===== config.mk =====
export PLATFORM = sky130hd
export DESIGN_NAME = z80_dma_bus_arbiter
export DESIGN_NICKNAME = d
export VERILOG_FILES = /design/src/rtl/z80_dma_bus_arbiter.sv
export SDC_FILE = /design/constraint.sdc
export NUM_CORES = 1
export LEC_CHECK = 0
export CORE_MARGIN = 2
export CORE_UTILIZATION = 57
export DETAILED_ROUTE_END_ITERATION = 6
export PLACE_DENSITY = 0.88
export SYNTH_ARGS = -nofsm -noshare
export SYNTH_HDL_FRONTEND = slang
export SYNTH_SLANG_ARGS = --single-unit

===== constraint.sdc =====
create_clock -name clk -period 6.4 [get_ports clk]
set_input_delay 1.28 -clock clk [delete_from_list [all_inputs] [get_ports clk]]
set_output_delay 1.28 -clock clk [all_outputs]
set_load 0.01 [all_outputs]

===== src/rtl/z80_dma_bus_arbiter.sv =====
// Block-copy DMA engine sharing the 64 KB memory with a Z80 CPU through the
// BUSRQ/BUSAK handshake. CPU accesses pass straight through while it owns
// the bus; during DMA tenure the engine copies one byte per RD/WR pair.
module z80_dma_bus_arbiter #(
   parameter int BURST   = 16,  // bytes per tenure, 0 = unlimited
   parameter int GAP     = 4,   // idle cycles with busrq_n high between tenures
   parameter int RD_WAIT = 1    // extra read cycles before mem_di is captured
) (
   input  logic        clk,
   input  logic        reset_n,
   input  logic        cfg_start,
   input  logic [15:0] cfg_src,
   input  logic [15:0] cfg_dst,
   input  logic [15:0] cfg_len,
   output logic        busy,
   output logic        done,
   output logic        cpu_busrq_n,
   input  logic        cpu_busak_n,
   input  logic [15:0] cpu_a,
   input  logic [7:0]  cpu_do,
   input  logic        cpu_mreq_n,
   input  logic        cpu_rd_n,
   input  logic        cpu_wr_n,
   output logic [15:0] mem_a,
   output logic [7:0]  mem_do,
   output logic        mem_mreq_n,
   output logic        mem_rd_n,
   output logic        mem_wr_n,
   input  logic [7:0]  mem_di
);

   typedef enum logic [2:0] {
      S_IDLE, S_REQ, S_RD, S_WR, S_REL, S_WAITGAP, S_FIN
   } state_t;

   localparam logic [15:0] BURST_N  = 16'(BURST);
   localparam logic [15:0] GAP_LAST = (GAP > 0) ? 16'(GAP - 1) : 16'd0;
   localparam logic [7:0]  RD_LAST  = 8'(RD_WAIT);

   state_t      r_state, w_next;
   logic [15:0] r_src, r_dst, r_len;
   logic [15:0] r_burst_cnt, r_gap_cnt;
   logic [7:0]  r_rd_cnt;
   logic [7:0]  r_data;
   logic        r_busy, r_done;
   logic        r_abort;   // CPU dropped busak_n while we owned the bus
   logic        w_owner_dma, w_busrq_n;
   logic [15:0] w_len_dec, w_burst_inc;

   assign w_len_dec   = r_len - 16'd1;
   assign w_burst_inc = r_burst_cnt + 16'd1;

   // State register
   always_ff @(posedge clk or negedge reset_n) begin
      if (!reset_n) r_state <= S_IDLE;
      else          r_state <= w_next;
   end

   // Next-state, bus ownership and bus request
   always_comb begin
      w_next      = r_state;
      w_owner_dma = 1'b0;
      w_busrq_n   = 1'b1;
      case (r_state)
         S_IDLE: begin
            if (cfg_start && (cfg_len != 16'd0)) w_next = S_REQ;
         end
         S_REQ: begin
            w_busrq_n = 1'b0;
            if (!cpu_busak_n) w_next = S_RD;
         end
         S_RD: begin
            w_busrq_n   = 1'b0;
            w_owner_dma = 1'b1;
            if (r_rd_cnt == RD_LAST) w_next = S_WR;
         end
         S_WR: begin
            w_busrq_n   = 1'b0;
            w_owner_dma = 1'b1;
            if (w_len_dec == 16'd0)
               w_next = S_FIN;
            else if (r_abort || cpu_busak_n ||
                     ((BURST != 0) && (w_burst_inc == BURST_N)))
               w_next = S_REL;
            else
               w_next = S_RD;
         end
         S_REL: begin
            if (cpu_busak_n) w_next = S_WAITGAP;
         end
         S_WAITGAP: begin
            if (r_gap_cnt >= GAP_LAST) w_next = S_REQ;
         end
         S_FIN: begin
            if (cpu_busak_n) w_next = S_IDLE;
         end
         default: w_next = S_IDLE;
      endcase
   end

   // Memory port mux: CPU passthrough unless the DMA owns the bus
   always_comb begin
      mem_a      = cpu_a;
      mem_do     = cpu_do;
      mem_mreq_n = cpu_mreq_n;
      mem_rd_n   = cpu_rd_n;
      mem_wr_n   = cpu_wr_n;
      if (w_owner_dma) begin
         mem_a      = r_src;
         mem_do     = r_data;
         mem_mreq_n = 1'b1;
         mem_rd_n   = 1'b1;
         mem_wr_n   = 1'b1;
         if (r_state == S_RD) begin
            mem_mreq_n = 1'b0;
            mem_rd_n   = 1'b0;
         end else begin
            mem_a      = r_dst;
            mem_mreq_n = 1'b0;
            mem_wr_n   = 1'b0;
         end
      end
   end

   // Transfer datapath: addresses, count, data, timers, busy/done
   always_ff @(posedge clk or negedge reset_n) begin
      if (!reset_n) begin
         r_src       <= '0;
         r_dst       <= '0;
         r_len       <= '0;
         r_burst_cnt <= '0;
         r_gap_cnt   <= '0;
         r_rd_cnt    <= '0;
         r_data      <= '0;
         r_busy      <= 1'b0;
         r_done      <= 1'b0;
         r_abort     <= 1'b0;
      end else begin
         r_done <= 1'b0;
         case (r_state)
            S_IDLE: begin
               if (cfg_start) begin
                  if (cfg_len != 16'd0) begin
                     r_src       <= cfg_src;
                     r_dst       <= cfg_dst;
                     r_len       <= cfg_len;
                     r_burst_cnt <= '0;
                     r_busy      <= 1'b1;
                  end else begin
                     // zero-length request completes without touching the bus
                     r_done <= 1'b1;
                  end
               end
            end
            S_REQ: begin
               r_rd_cnt <= '0;
               r_abort  <= 1'b0;
            end
            S_RD: begin
               if (cpu_busak_n) r_abort <= 1'b1;
               if (r_rd_cnt == RD_LAST) begin
                  r_data   <= mem_di;
                  r_rd_cnt <= '0;
               end else begin
                  r_rd_cnt <= r_rd_cnt + 8'd1;
               end
            end
            S_WR: begin
               r_src       <= r_src + 16'd1;
               r_dst       <= r_dst + 16'd1;
               r_len       <= w_len_dec;
               r_burst_cnt <= w_burst_inc;
               r_rd_cnt    <= '0;
            end
            S_REL: begin
               r_gap_cnt <= '0;
            end
            S_WAITGAP: begin
               r_gap_cnt   <= r_gap_cnt + 16'd1;
               r_burst_cnt <= '0;
            end
            S_FIN: begin
               if (cpu_busak_n) begin
                  r_busy <= 1'b0;
                  r_done <= 1'b1;
               end
            end
            default: ;
         endcase
      end
   end

   assign busy        = r_busy;
   assign done        = r_done;
   assign cpu_busrq_n = w_busrq_n;

endmodule

==> results by group <==
CTS
  • Worst-path clk slew: 100 ps
  • Hold_buf cts: 0
  • Htree depth: 3
  • Post-CTS setup buffer count: 0
  • Worst skew pair latency: 370 ps
  • Bufs on Longest Clock Path: 2
  • CTS tree: done
  • Clock tree root driver cell: clkbuf_8
  • Post_cts resized: 0
  • Sink Count: 102
  • Num CTS Buffers: 9

Die
  • Die Area: 11800 um^2
  • Starting Density: 57.9%
  • Die Y: 109 um
  • IO Pins: 117
  • Row Count: 38
  • Core box area: 10800 um^2
  • Die width: 109 um

Worst setup path
  • Worst path arrival time: 2680 ps
  • Critical Path RT: 5120 ps
  • Max incr delay on CP: 600 ps
  • CP Capture Type: output port
  • Master of the slowest instance on the critical path: dfrtp_1
  • WP buf/inv: 3
  • Critical Path Start Type: flip-flop
  • Worst Path Max Fanout: 45
  • CP top delay family: buffers and inverters
  • Cell Chain, Critical Path: clkinv_1, nand2_1, buf_4, mux2_2, clkdlybuf4s50_1
  • Worst setup path class: reg2out

Layout
  • Final design utilization: 71.1%
  • Final net count: 936
  • P&R area growth vs syn: 22.7%
  • Final Cell Area: 7670 um^2
  • ANT cells: 0
  • Fill count: 818
  • Share of cells above drive strength 1: 6.98%

Routing
  • Mean routed wirelength per cell: 17.6 um
  • Post-route ant nets: 0
  • Drt via density: 6.42
  • First DRT Iteration DRCs: 551
  • First-pass DRT Iterations: 5
  • Vias: 6327
  • DRC Markers: 0
  • Final wirelength: 17400 um

STA
  • Fmax: 0.252 GHz
  • Setup TNS: 0 ps
  • Max-slew violations: 0
  • Worst setup margin: 2440 ps
  • Slew Limit Headroom: 33.0%
  • Final Hold Fails: 0
  • Crit path time final: 3960 ps
  • Final setup fails: 0
  • Skew final: 10.6 ps
  • Least-Margin Pin Slew: 1000 ps
  • Fin crit share: 61.9%
  • RSZ-0062 raised after global routing: false

Logic synthesis
  • Synth top area cells: dfrtp_1 41%, o21ai_0 5.9%, nand2_1 5.6%
  • Share of the synthesized area in the top cell type: 40.8%
  • #FFs+latches synth: 102
  • Post-synthesis mux area share: 7.55%
  • Most frequent cell after synthesis: dfrtp_1
  • Post-synth top flop: dfrtp_1
  • Yosys warnings: 0
  • XOR/XNOR Fraction of Synth Area: 1.40%
  • Number of flops mapped to enable cells by yosys: 0
  • Register area share after synthesis: 40.8%
  • Cell variety after synth: 61
  • Mapped Area: 6250 um^2
  • Synth top cells by count: 102 x dfrtp_1, 93 x nand2_1, 83 x nor2_1, 74 x o21ai_0, 44 x a21oi_1
  • Compound-cell area share of the yosys netlist: 20.9%
  • Post-synthesis adder-cell area fraction: 1.80%
  • Avg Inst Size Synth: 8.36 um^2
  • Largest area contributor in the netlist: dfrtp_1
  • Net count after synthesis: 844
  • Synthesized instance count: 748
  • Asr flop ratio synth: 100%
  • Largest family of logic cells by synthesized area: simple AND/OR/NAND/NOR gates
  • Synth Area in Simple Gates: 23.9%

Placed design
  • Port bufs: 116
  • Post-DP Area: 7480 um^2
  • Setup slack after placement: 2120 ps
  • Gpl congestion: 0.935
  • DP HPWL: 12200 um

Global routing
  • GR Util All Layers: 30.0%
  • Largest net degree at the start of global routing: 64
  • Global route total overflow: 0
  • Global-route wire length before repair: 28300 um
  • Initial antenna violation count: 0
  • Vias in the first global route: 6060

Power
  • P_leak: 3.05 nW
  • VDD IR-drop max: 0.269 mV
  • Cell Pwr Density: 398 nW/um^2

Flow run
  • Max-cap viol count: 0

Worst hold path
  • Hold Crit Class: reg2reg

Run status
  • Status: complete, no violations
==> through the flow <==
stage	instances	hold WS (ps)	total power [W]
detailed placement	969	490	0.00263
CTS	985	507	0.00303
global placement	969	466	0.00254
floorplan	748	446	0.00205
finish	985	505	0.00305
global route	985	538	0.00326
==> metal layers <==
layer | GRT usage, % | vias up | part of all wire, %
met5 | 0 | - | 0
met4 | 12.5 | 0 | 3.1
met3 | 5.62 | 61 | 8.2
met2 | 50.4 | 334 | 49
met1 | 38.0 | 3000 | 40
li1 | - | 2932 | -
==> kinds of logic (layout without fill, tap and decap cells) <==
logic type,Yosys count,after routing
simple gates,314,314
xor+xnor,10,10
flops,102,102
fa+ha+maj,9,9
buf+inv,60,157
compound gates,208,208
mux,45,45
==> final timing paths <==
kind / start / end / slack [ps] / cells after the start
setup / recovery: r_state[2] / mem_do[5] / 2440 / 5
hold / removal: r_gap_cnt[15] / r_gap_cnt[15] / 510 / 1
setup reg to reg: r_state[0] / r_len[9] / 3270 / 6
hold reg to reg: r_gap_cnt[15] / r_gap_cnt[15] / 510 / 1
max in group asynchronous: reset_n / r_burst_cnt[15] / 4340 / 2
min in group asynchronous: reset_n / r_data[0] / 880 / 1
==> registers in the layout (all words and copies together), names as in the netlist <==
register,flops
r_data,8
r_dst,16
r_state,3
done,1
r_burst_cnt,16
r_len,16
busy,1
r_abort,1
r_rd_cnt,8
r_src,16
r_gap_cnt,16
==> power by group <==
part	internal (W)	leakage (nW)	switching, W
combinational	0.000688	1.73	0.000857
clock	0.000173	0.0954	0.000229
sequential	0.000845	1.22	0.000260
==> layout by cell type (no fill, tap or decap), drive strengths merged, types with 7 or more instances in the layout <==
master and n:
or3 11, buf 7, nor4 13, mux2i 28, nand4 13, nor2 83, o31ai 11, o22ai 12
a21oi 44, nor3 17, dfrtp 102, a311oi 11, o221a 8, mux2 17, nand3 40, o21ai 75
a211oi 14, ha 9, inv 18, clkdlybuf4s50 115, and3 16, a31oi 10, clkbuf 13, nand2 93
==> area by class of cell <==
type	instances	area (um^2)	share of cell area, %
multi-input cells	586	3480	45.4
well taps	140	175	2.28
repair buffers	122	1200	15.7
clock buffers	13	169	2.20
flip-flops and latches	102	2550	33.3
inverters	19	71.3	0.930
clock inverters	3	17.5	0.228
==> worst register-to-register path: cells and delay by family, from the launching register on <==
family | cells | cell delay, ps
compound gates | 2 | 420
buf+inv | 1 | 270
flops | 1 | 380
simple gates | 3 | 1970
No activity file was read; power rests on OpenSTA's default activity.
